--- src/rtl/membus_arbiter.sv ---
// rtl/membus_arbiter.sv - two-master (fetch/data) to one-slave memory bus arbiter
// One outstanding transaction; responses are routed back to the master that issued the request.
module membus_arbiter #(
    parameter int XLEN              = 64,
    parameter int MEMBUS_DATA_WIDTH = 64,
    parameter int ILEN              = 32
) (
    input  logic                           clk,
    input  logic                           rst,

    input  logic                           ibus_valid,
    output logic                           ibus_ready,
    input  logic [XLEN-1:0]                ibus_addr,
    input  logic [ILEN-1:0]                ibus_wdata,
    input  logic [ILEN/8-1:0]              ibus_wmask,
    input  logic                           ibus_wen,
    output logic [ILEN-1:0]                ibus_rdata,
    output logic                           ibus_rvalid,

    input  logic                           dbus_valid,
    output logic                           dbus_ready,
    input  logic [XLEN-1:0]                dbus_addr,
    input  logic [MEMBUS_DATA_WIDTH-1:0]   dbus_wdata,
    input  logic [MEMBUS_DATA_WIDTH/8-1:0] dbus_wmask,
    input  logic                           dbus_wen,
    output logic [MEMBUS_DATA_WIDTH-1:0]   dbus_rdata,
    output logic                           dbus_rvalid,

    output logic                           mbus_valid,
    input  logic                           mbus_ready,
    output logic [XLEN-1:0]                mbus_addr,
    output logic [MEMBUS_DATA_WIDTH-1:0]   mbus_wdata,
    output logic [MEMBUS_DATA_WIDTH/8-1:0] mbus_wmask,
    output logic                           mbus_wen,
    input  logic [MEMBUS_DATA_WIDTH-1:0]   mbus_rdata,
    input  logic                           mbus_rvalid
);

    localparam int RATIO = MEMBUS_DATA_WIDTH / ILEN;
    localparam int SEL_W = (RATIO > 1) ? $clog2(RATIO) : 1;
    localparam int LO    = $clog2(ILEN / 8);

    typedef enum logic [1:0] {IDLE, WAIT_I, WAIT_D} state_t;

    state_t                         state;
    logic                           last_d;
    logic [SEL_W-1:0]               sel;
    logic [SEL_W-1:0]               sel_next;
    logic                           contention;
    logic                           grant_d;
    logic                           grant_i;
    logic                           idle;
    logic                           accept;
    logic [MEMBUS_DATA_WIDTH-1:0]   ibus_wdata_ext;

    // Fetch is read-only, so its write controls are deliberately dropped.
    logic unused_ibus_write;
    assign unused_ibus_write = ^{ibus_wen, ibus_wmask};

    always_comb begin
        contention = ibus_valid && dbus_valid;
        grant_d    = dbus_valid && !(contention && last_d);
        grant_i    = ibus_valid && !grant_d;
        idle       = (state == IDLE) && rst;

        ibus_wdata_ext              = '0;
        ibus_wdata_ext[ILEN-1:0]    = ibus_wdata;
        sel_next = (RATIO > 1) ? ibus_addr[LO +: SEL_W] : '0;

        mbus_valid = idle && (grant_d || grant_i);
        mbus_addr  = grant_d ? dbus_addr : ibus_addr;
        mbus_wdata = grant_d ? dbus_wdata : ibus_wdata_ext;
        mbus_wmask = grant_d ? dbus_wmask : '0;
        mbus_wen   = grant_d && dbus_wen;
        accept     = mbus_valid && mbus_ready;

        ibus_ready = idle && grant_i && mbus_ready;
        dbus_ready = idle && grant_d && mbus_ready;

        // A response seen in IDLE (including one left over from a reset) has no owner.
        ibus_rvalid = rst && (state == WAIT_I) && mbus_rvalid;
        dbus_rvalid = rst && (state == WAIT_D) && mbus_rvalid;
        ibus_rdata  = mbus_rdata[sel*ILEN +: ILEN];
        dbus_rdata  = mbus_rdata;
    end

    always_ff @(posedge clk or negedge rst) begin
        if (!rst) begin
            state  <= IDLE;
            last_d <= 1'b0;
            sel    <= '0;
        end else begin
            case (state)
                IDLE: begin
                    if (accept) begin
                        state <= grant_d ? WAIT_D : WAIT_I;
                        if (contention) last_d <= grant_d;
                        if (grant_i)    sel    <= sel_next;
                    end
                end
                WAIT_I, WAIT_D: begin
                    if (mbus_rvalid) state <= IDLE;
                end
                default: state <= IDLE;
            endcase
        end
    end

endmodule

--- config.mk ---
export PLATFORM = sky130hd
export DESIGN_NAME = membus_arbiter
export DESIGN_NICKNAME = d
export VERILOG_FILES = /design/src/rtl/membus_arbiter.sv
export SDC_FILE = /design/constraint.sdc
export NUM_CORES = 1
export LEC_CHECK = 0
export BUFFER_PORTS_ARGS = -buffer_cell sky130_fd_sc_hd__buf_2
export CORE_AREA = 3 3 209 211
export CTS_BUF_LIST = sky130_fd_sc_hd__clkbuf_8 sky130_fd_sc_hd__clkbuf_16
export CTS_CLUSTER_DIAMETER = 80
export DETAILED_ROUTE_END_ITERATION = 16
export DIE_AREA = 0 0 212 214
export GPL_ROUTABILITY_DRIVEN = 0
export GPL_TIMING_DRIVEN = 0
export SYNTH_ARGS = -nofsm -noshare
export SYNTH_HDL_FRONTEND = slang
export SYNTH_SLANG_ARGS = --single-unit
--- constraint.sdc ---
create_clock -name clk -period 1.3 [get_ports clk]
set_input_delay 0.13 -clock clk [delete_from_list [all_inputs] [get_ports clk]]
set_output_delay 0.13 -clock clk [all_outputs]
set_load 0.1 [all_outputs]
==> impl_results.md, run 1 <==
- Synth Cell Area: approximately 2600 sq um
- Fraction of registers with async set/reset: 100%
- Post-synth top area share: about 30%
- Number of global-route vias before repair: between 4000 and 5000
- Min-delay worst type: in -> reg
- Peak VDD IR: between 0.7 and 0.8 mV
- Commonest non-fill, non-tap cell in the layout: buf_2
- Minimum clock period after layout: around 1.9 ns
- YS warnings: 0
- Pwr/cell area: roughly 1700 nW/um^2
- Final setup violation count: between 150 and 200
- Layout area overhead: 294%
- Setup Slack @ Placement: -0.781 ns
- Worst Hold Slack: 0.237 ns
- Fillers: ~4300
- Data required time of the critical path: 1.17 ns
- Starting Density: 6.23%
- Layout cell share with drive strength beyond 1: 98.0%
- Worst Path Max Fanout: 10
- Actual slew at the worst max-slew pin: ~0.57 ns
- Synth Register Bits: 4
- Primary FF master, synth: dfrtp_1
- Critical Path Sink Type: primary output
- Leakage: 5.27 nW
- Global Route Usage Sum: about a tenth
- Cell Area, Placed: between 6000 and 7000 sq um
- Iteration-0 DRC Markers: 77
- Cts bufs inserted: 3
- FF+latch area: about 100 sq um
- First-pass GRT wire length: about 32000 um
- Global route total overflow: 0
- Startpoint Class: flop
- DP Wirelength: around 20000 um
- F_max: ~530 MHz
- Commonest non-fill, non-tap cells in the layout: buf_2 (366), buf_12 (193), mux2_4 (129)
- Synth cell types: 23
- Vias: ~4600
- CTS root buffer: clkbuf_16
- Failing checks: negative setup slack
- Final Cycle Share: 145%
- DRC violations left: 0
- Die ar.: 45400 sq um
- WL final: about 25000 um
- Final Hold Fails: 0
- MaxCap Viol Count: 0
- I/O Pins: between 500 and 600
- RSZ-0062 raised after global routing: true
- Number of flops mapped to enable cells by yosys: 0
- Die width: roughly 210 um
- Main area contributors after synthesis: mux2_1 (29%), mux2_2 (26%), buf_4 (19%)
- DRT Pass-1 Iters: 4
- Final ANT Viol Nets: 0
- CTS tree: done
- Via/cell ratio: about 3.2
- Largest net degree at the start of global routing: 11
- Sequential element share of the synthesized area: between 3 and 4%
- Clock tree buffer depth: 2
- Worst clock skew: a little over 0.008 ns
- Finished Core Util: around 25%
- Die height: ~210 um
- Slew HR: 62.4%
- Final worst slack: -0.579 ns
- Worst skew pair latency: about 0.24 ns
- WL/cell: around 17 um
- Crit Path Category: reg -> out
- Syn nets: between 500 and 600
- Setup TNS Final: -86.32 ns
- Core Box Area: between 40000 and 50000 sq um
- Mapped Cells: approximately 280
- PortBufs: 540
- Cell Rows: 75
- Fin nets: 1184
- Status: finished with violations
- Arr. time, crit path: 1.75 ns
- Area of the multi-input gates: 2550 sq um
- Yosys top cell by area: mux2_1
- Avg Inst Size Synth: between 9 and 10 sq um
- H-tree Lvls: 1
- Count of pins over their slew limit: 0
- Reg clk slew, reported paths: around 0.040 ns
- Post-route design area: 10300 sq um
- Initial antenna violation count: 5
- TritonCTS Sinks: 4
## final timing paths
kind | startpoint | endpoint | slack [ns] | depth (start not counted)
setup / recovery | last_d | mbus_addr[56] | -0.58 | 6
hold / removal | ibus_addr[2] | sel | 0.24 | 2
setup reg to reg | last_d | sel | -0.28 | 7
hold reg to reg | last_d | last_d | 0.63 | 2
max in group asynchronous | rst | last_d | 0.56 | 2
min in group asynchronous | rst | sel | 0.51 | 2
## kinds of logic after synthesis
| family | Yosys count | share of synthesized area [%] |
|---|---|---|
| AO/OA/AOI/OAI | 3 | 1.10 |
| buffers and inverters | 86 | 24.4 |
| adder cells (fa/ha/maj) | 3 | 1.44 |
| multiplexers | 131 | 56.5 |
| XOR/XNOR | 1 | 0.335 |
| AND/OR/NAND/NOR | 55 | 12.3 |
| flip-flops | 4 | 3.83 |
## metrics by stage
| step | instances | total power, mW |
|---|---|---|
| finish | 1411 | 17.9 |
| global route | 1410 | 18.4 |
| floorplan | 283 | 10.3 |
| detailed placement | 1362 | 12.1 |
| CTS | 1396 | 17.1 |
| global placement | 1362 | 12.0 |
## report_power, final
part | internal, mW | switching (mW)
registers | 0.180 | 0.0465
logic | 7.03 | 10.1
clock network | 0.398 | 0.138
total | 7.61 | 10.3
## synthesized netlist by cell type, drive strengths merged (2+ instances only)
library cell,number
clkbuf,5
and3,2
buf,78
mux2i,2
mux2,129
dfrtp,4
o21ai,2
nand2,3
and2,41
inv,3
nor2,5
ha,3
## worst max-delay path, stage by stage, from the launching register on
cell and delay, ns:
dfrtp_1 0.40, a21boi_4 0.17, buf_12 0.14, buf_16 0.14, buf_12 0.15, mux2_4 0.32
buf_12 0.17
## flip-flops by register name (all words and copies together) (netlist names)
register  cells
state         2
last_d        1
sel           1
## routing by layer
metal	vias up	wire length (um)	track usage (%)	share of wire (%)
li1	2095	-	-	-
met3	24	2510	3.27	10
met2	337	13600	19.4	55
met1	2096	7960	9.12	32
met5	-	27	0	0.11
met4	4	518	1.72	2.1
## final cells by class
| class | instances | area share, % |
|---|---|---|
| inverter | 3 | 0.109 |
| clock buffer | 3 | 0.729 |
| tap | 539 | 6.55 |
| multi-input combinational | 193 | 24.8 |
| buffer | 81 | 8.09 |
| timing repair buffer | 587 | 58.8 |
| antenna | 1 | 0.0243 |
| sequential | 4 | 0.972 |
## timing repair
item                       4_1_cts  5_1_grt
hold endpoints to repair         4        0
setup endpoints to repair      177      178
resized for setup              667      128
setup buffers                   24        9
gates cloned                     6       11
hold buffers                     1        0
pin swaps                        6        6
Power figures use the tool's default switching activity.
==> run 2: changes to the inputs <==
--- a/config.mk
+++ b/config.mk
@@ -6,13 +6,14 @@
 export NUM_CORES = 1
 export LEC_CHECK = 0
 export BUFFER_PORTS_ARGS = -buffer_cell sky130_fd_sc_hd__buf_2
-export CORE_AREA = 3 3 209 211
+export CORE_AREA = 8 8 208 210
 export CTS_BUF_LIST = sky130_fd_sc_hd__clkbuf_8 sky130_fd_sc_hd__clkbuf_16
 export CTS_CLUSTER_DIAMETER = 80
 export DETAILED_ROUTE_END_ITERATION = 16
-export DIE_AREA = 0 0 212 214
+export DIE_AREA = 0 0 216 218
 export GPL_ROUTABILITY_DRIVEN = 0
 export GPL_TIMING_DRIVEN = 0
+export REMOVE_ABC_BUFFERS = 1
 export SYNTH_ARGS = -nofsm -noshare
 export SYNTH_HDL_FRONTEND = slang
 export SYNTH_SLANG_ARGS = --single-unit
==> run 2 against run 1 <==
Compared with the run above:
- the flow still finishes with violations (negative setup slack)
- largest power group unchanged
- first-iteration DRC count rose by 32%
- design area fell by 9.9%
- critical endpoint is now mbus_wdata[14]
- non-clock buffer count is 57 lower
- wire length rose by 12%
- critical path depth is 1 higher
- critical path type unchanged
- sequential share of layout area up 0.15 points
- core utilization fell by 1.5 points
==> impl_results.md, run 2 (synthesized netlist as in run 1, its figures left out) <==
- Minimum clock period after layout: between 2 and 2.5 ns
- Final Hold Fails: 0
- Actual slew at the worst max-slew pin: around 0.54 ns
- R2R setup slack: -0.27 ns
- Biggest register: state
- Die ar.: 47100 sq um
- Worst-path cell chain: a21boi_4 > clkbuf_16 > buf_16 > buf_16 > clkbuf_16 > mux2_4 > buf_12
- Top flop regs: state: 2 flops, last_d: 1 flops, sel: 1 flops
- Hold Startpoint: ibus_addr[2]
- Worst skew pair latency: about 0.23 ns
- Worst Hold Slack: roughly 0.17 ns
- Leakage: around 4.7 nW
- Arr. time, crit path: between 1.5 and 2 ns
- Final ANT Viol Nets: 0
- Status: finished with violations
- Setup TNS Final: -104.44 ns
- Worst Path Buf+Inv: 5
- Min-Delay Endpoint: sel
- Final setup violation count: approximately 180
- RSZ-0062 raised after global routing: true
- WL/cell: 20.6 um
- Largest register FFs: 2
- Reg2reg path depth: 6
- Critical Path Sink Type: primary output
- Fillers: about 4200
- Final worst slack: -0.819 ns
- Finished Core Util: a little under a quarter
- Startpoint Class: flop
- CTS root buffer: clkbuf_16
- Largest net degree at the start of global routing: 21
- Iteration-0 DRC Markers: 102
- Clock tree buffer depth: 2
- Worst clock skew: around 0.0028 ns
- DRT Pass-1 Iters: 4
- Fin nets: roughly 1100
- Finished Layout Cells: approximately 1300
- TritonCTS Sinks: 4
- Number of global-route vias before repair: around 4900
- Via/cell ratio: about 3.3
- Die height: 218 um
- Worst r2r src: state[0]
- Worst Path Max Fanout: 8
- Pwr/cell area: about 1800 nW/um^2
- Cell Rows: 74
- Diode count: 0
- Crit Path Category: reg -> out
- MaxCap Viol Count: 0
- Count of pins over their slew limit: 0
- Failing checks: negative setup slack
- H-tree Lvls: 1
- CP max stage delay: around 0.40 ns
- Cts bufs inserted: 3
- First-pass GRT wire length: ~33000 um
- Global Route Usage Sum: under 10%
- Peak VDD IR: around 0.86 mV
- Die width: about 220 um
- Layout area overhead: 256%
- CTS tree: done
- Starting Density: roughly 6.5%
- Initial antenna violation count: 13
- Slowest cell on the critical path: dfrtp_1
- WHS Path Cells: 2
- Data required time of the critical path: between 1 and 1.5 ns
- Layout cell share with drive strength beyond 1: 97.8%
- DP Cell Count: ~1300
- Tot Pwr: around 17 mW
- Global route total overflow: 0
- Final Cycle Share: 163%
- Critical R2R Capture: sel
- I/O Pins: approximately 550
- Commonest non-fill, non-tap cells in the layout: buf_2 (366), buf_12 (140), mux2_4 (89)
- Slew HR: 64.0%
- Vias: ~4400
- Reg clk slew, reported paths: 0.03 ns
- PortBufs: between 500 and 600
- Delay-heaviest family, CP: buffers and inverters
- WL final: 27700 um
- Min-delay worst type: in -> reg
- DP Wirelength: ~20000 um
- F_max: around 470 MHz
- Commonest non-fill, non-tap cell in the layout: buf_2
- DRC violations left: 0
- Core Box Area: approximately 40000 sq um
[run 2: power breakdown]
| part | internal [mW] | switching, mW | leakage (nW) | total, mW |
|---|---|---|---|---|
| Combinational | 6.01 | 9.94 | 4.58 | 15.9 |
| Clock | 0.394 | 0.0936 | 0.0370 | 0.487 |
| Sequential | 0.190 | 0.0803 | 0.0494 | 0.271 |
[run 2: how the worst max path moves through the flow]
stage                          end  startpoint  cells after the start
CTS                  mbus_addr[36]      last_d                      7
finish              mbus_wdata[14]      last_d                      7
floorplan                      sel      last_d                      3
global route         mbus_addr[36]      last_d                      7
global placement     mbus_addr[18]      last_d                      3
detailed placement  mbus_wdata[16]      last_d                      7
[run 2: area by class of cell]
| class | instances | area (sq um) | area share, % |
|---|---|---|---|
| Inverter | 3 | 11.3 | 0.121 |
| Sequential cell | 4 | 104 | 1.12 |
| Timing Repair Buffer | 611 | 6020 | 64.9 |
| Multi-Input combinational cell | 193 | 2400 | 25.9 |
| Clock buffer | 3 | 75.1 | 0.809 |
| Tap cell | 532 | 666 | 7.17 |
[run 2: stage by stage]
| step | cell area (sq um) | setup slack, ns |
|---|---|---|
| after CTS | 7560 | -0.822 |
| after floorplan | 1980 | -3.11 |
| after global placement | 5350 | -3.10 |
| after detailed placement | 5440 | -1.41 |
| after global routing | 9290 | -0.857 |
| final | 9290 | -0.819 |
[run 2: worst register-to-register path, delay by kind of cell, from the launching register on]
| family | cells | cell delay [ns] |
|---|---|---|
| DFF | 1 | 0.43 |
| muxes | 1 | 0.28 |
| buffers and inverters | 2 | 0.23 |
| and+or+nand+nor | 2 | 0.36 |
| adders and majority gates | 1 | 0.15 |
[run 2: layer usage]
layer  track usage (%)  wire (um)
met2              19.0      14900
met5                 0         58
met1              8.92       9580
met3              3.41       2690
met4             0.812        433
[run 2: repair_timing]
| action | CTS | global route |
|---|---|---|
| buffers inserted | 23 | 30 |
| hold endpoints to repair | 4 | 0 |
| setup endpoints to repair | 177 | 178 |
| pin swaps | 1 | 32 |
| resized for setup | 528 | 358 |
| hold buffers | 1 | 0 |
| cloned | 4 | 12 |
==> run 3: changes to the inputs <==
==> constraint.sdc (replaced) <==
create_clock -name clk -period 1.3 [get_ports clk]
set_input_delay 0.26 -clock clk [delete_from_list [all_inputs] [get_ports clk]]
set_output_delay 0.26 -clock clk [all_outputs]
set_load 0.1 [all_outputs]
==> run 3 against run 2 <==
Compared with the run above:
- global-route usage unchanged
- design area about the same
- combinational power hardly changed
- non-clock buffer count stayed put
- core utilization barely moved
- the run still ends with negative setup slack left
==> impl_results.md, run 3 (synthesized netlist as in run 1, its figures left out) <==
- FF+latch area: between 100 and 150 sq um
- Arr. time, crit path: between 1.5 and 2 ns
- Tot Pwr: 16.7 mW
- CTS root buffer: clkbuf_16
- Commonest non-fill, non-tap cells in the layout: buf_2 (366), buf_12 (140), mux2_4 (89)
- DRT Pass-1 Iters: 4
- WL final: around 28000 um
- Final worst slack: -0.950 ns
- Leakage: 4.67 nW
- Top flop regs: state: 2 flops, last_d: 1 flops, sel: 1 flops
- Crit Path Category: reg -> out
- Die width: ~220 um
- Failing checks: negative setup slack
- I/O Pins: 546
- Pwr/cell area: around 1800 nW/um^2
- Vias: about 4500
- Layout area overhead: 256%
- Final Cycle Share: 173%
- Global Route Usage Sum: 9.26%
- Reg clk slew, reported paths: around 0.03 ns
- Slowest cell on the critical path: dfrtp_1
- First-pass GRT wire length: between 30000 and 40000 um
- CP max stage delay: 0.40 ns
- Clock share of power: 2.9%
- Diode count: 0
- H-tree Lvls: 1
- Minimum clock period after layout: between 2 and 2.5 ns
- MaxCap Viol Count: 0
- Worst Path Max Fanout: 8
- P_sw: 10.1 mW
- Switching Fraction: about three fifths
- Cell Area, Placed: approximately 5400 sq um
- TritonCTS Sinks: 4
- Clock tree buffer depth: 2
- Fin nets: 1127
- Delay-heaviest family, CP: buffers and inverters
- DRC violations left: 0
- Count of pins over their slew limit: 0
- P_int: 6.60 mW
- Worst Path Buf+Inv: 5
- Layout cell share with drive strength beyond 1: between 90% and 100%
- Combinational Power Share: about 96%
- Worst skew pair latency: 0.23 ns
- Crit path depth: 7
- Worst-path cell chain: a21boi_4 > clkbuf_16 > buf_16 > buf_16 > clkbuf_16 > mux2_4 > buf_12
- Data required time of the critical path: between 1 and 1.5 ns
- Die ar.: 47100 sq um
- Largest register FFs: 2
- Initial antenna violation count: 13
- Core Box Area: 40200 sq um
- RSZ-0062 raised after global routing: true
- Post-route design area: between 9000 and 10000 sq um
- Peak VDD IR: around 0.86 mV
- WHS Path Cells: 2
- Reg2reg path depth: 6
- Fillers: between 4000 and 5000
- Largest net degree at the start of global routing: 21
- Finished Layout Cells: approximately 1300
- Worst clock skew: approximately 0.0028 ns
- Final Hold Fails: 0
- Commonest non-fill, non-tap cell in the layout: buf_2
- Actual slew at the worst max-slew pin: 0.546 ns
- R2R setup slack: -0.27 ns
- Cell Rows: 74
- Global route total overflow: 0
- Min-delay worst type: in -> reg
- WL/cell: ~21 um
- DP Cell Count: about 1300
- Setup TNS Final: -127.24 ns
- Final setup violation count: ~180
- Area of the multi-input gates: about 2400 sq um
- Die height: between 200 and 250 um
- Status: finished with violations
- Number of global-route vias before repair: about 4900
- Final ANT Viol Nets: 0
- Via/cell ratio: ~3.3
- DP Wirelength: ~20000 um
- PortBufs: 540
- Starting Density: around 6.5%
- Biggest register: state
- Cts bufs inserted: 3
- Critical Path Sink Type: primary output
- Startpoint Class: flop
- CTS tree: done
- Slew HR: between 60% and 70%
- F_max: between 400 and 500 MHz
- Sequential power share: between 1.5 and 2%
- Iteration-0 DRC Markers: 93
## run 3: path summary, 6_finish.rpt
kind / startpoint / endpoint
worst max-delay path: last_d / mbus_wdata[14]
worst min-delay path: ibus_addr[2] / sel
worst max register to register: state[0] / sel
worst min register to register: last_d / last_d
max in group asynchronous: rst / sel
min in group asynchronous: rst / state[0]
## run 3: what timing repair did
item | in CTS | in global routing
endpoints found under the setup margin | 177 | 178
cloned | 4 | 12
pin swaps | 1 | 32
hold buffers | 1 | 0
endpoints found under the hold margin | 4 | 0
resized for setup | 528 | 359
buffers inserted | 23 | 30
## run 3: power groups by stage
stage | Combinational, mW | Sequential, mW | Clock [mW]
after floorplan | 7.94 | 0.345 | 0
after global placement | 10.4 | 0.408 | 0
after detailed placement | 10.5 | 0.422 | 0
after CTS | 13.4 | 0.247 | 0.481
after global routing | 16.3 | 0.275 | 0.502
final | 16.0 | 0.271 | 0.487
## run 3: stage by stage
stage          util (%)  setup WS (ns)  hold WS (ns)
2_1_floorplan         -          -3.11       -0.0356
3_3_place_gp       13.3          -3.32        0.0948
3_5_place_dp       13.5          -1.54         0.101
4_1_cts            18.8         -0.952         0.293
5_1_grt            23.1         -0.987         0.308
6_report           23.1         -0.950         0.298
## run 3: area by class of cell
type	count	share of cell area [%]
multi-input cells	193	25.9
flip-flops and latches	4	1.12
inverters	3	0.121
well taps	532	7.17
clock buffers	3	0.808
repair buffers	611	64.9
## run 3: metal layers
metal  track usage, %  up-vias  wire, um
met1             8.92     2043      9580
li1                 -     1985         -
met4            0.812        8       444
met5                0        -        58
met2             19.0      375     14900
met3             3.41       49      2690
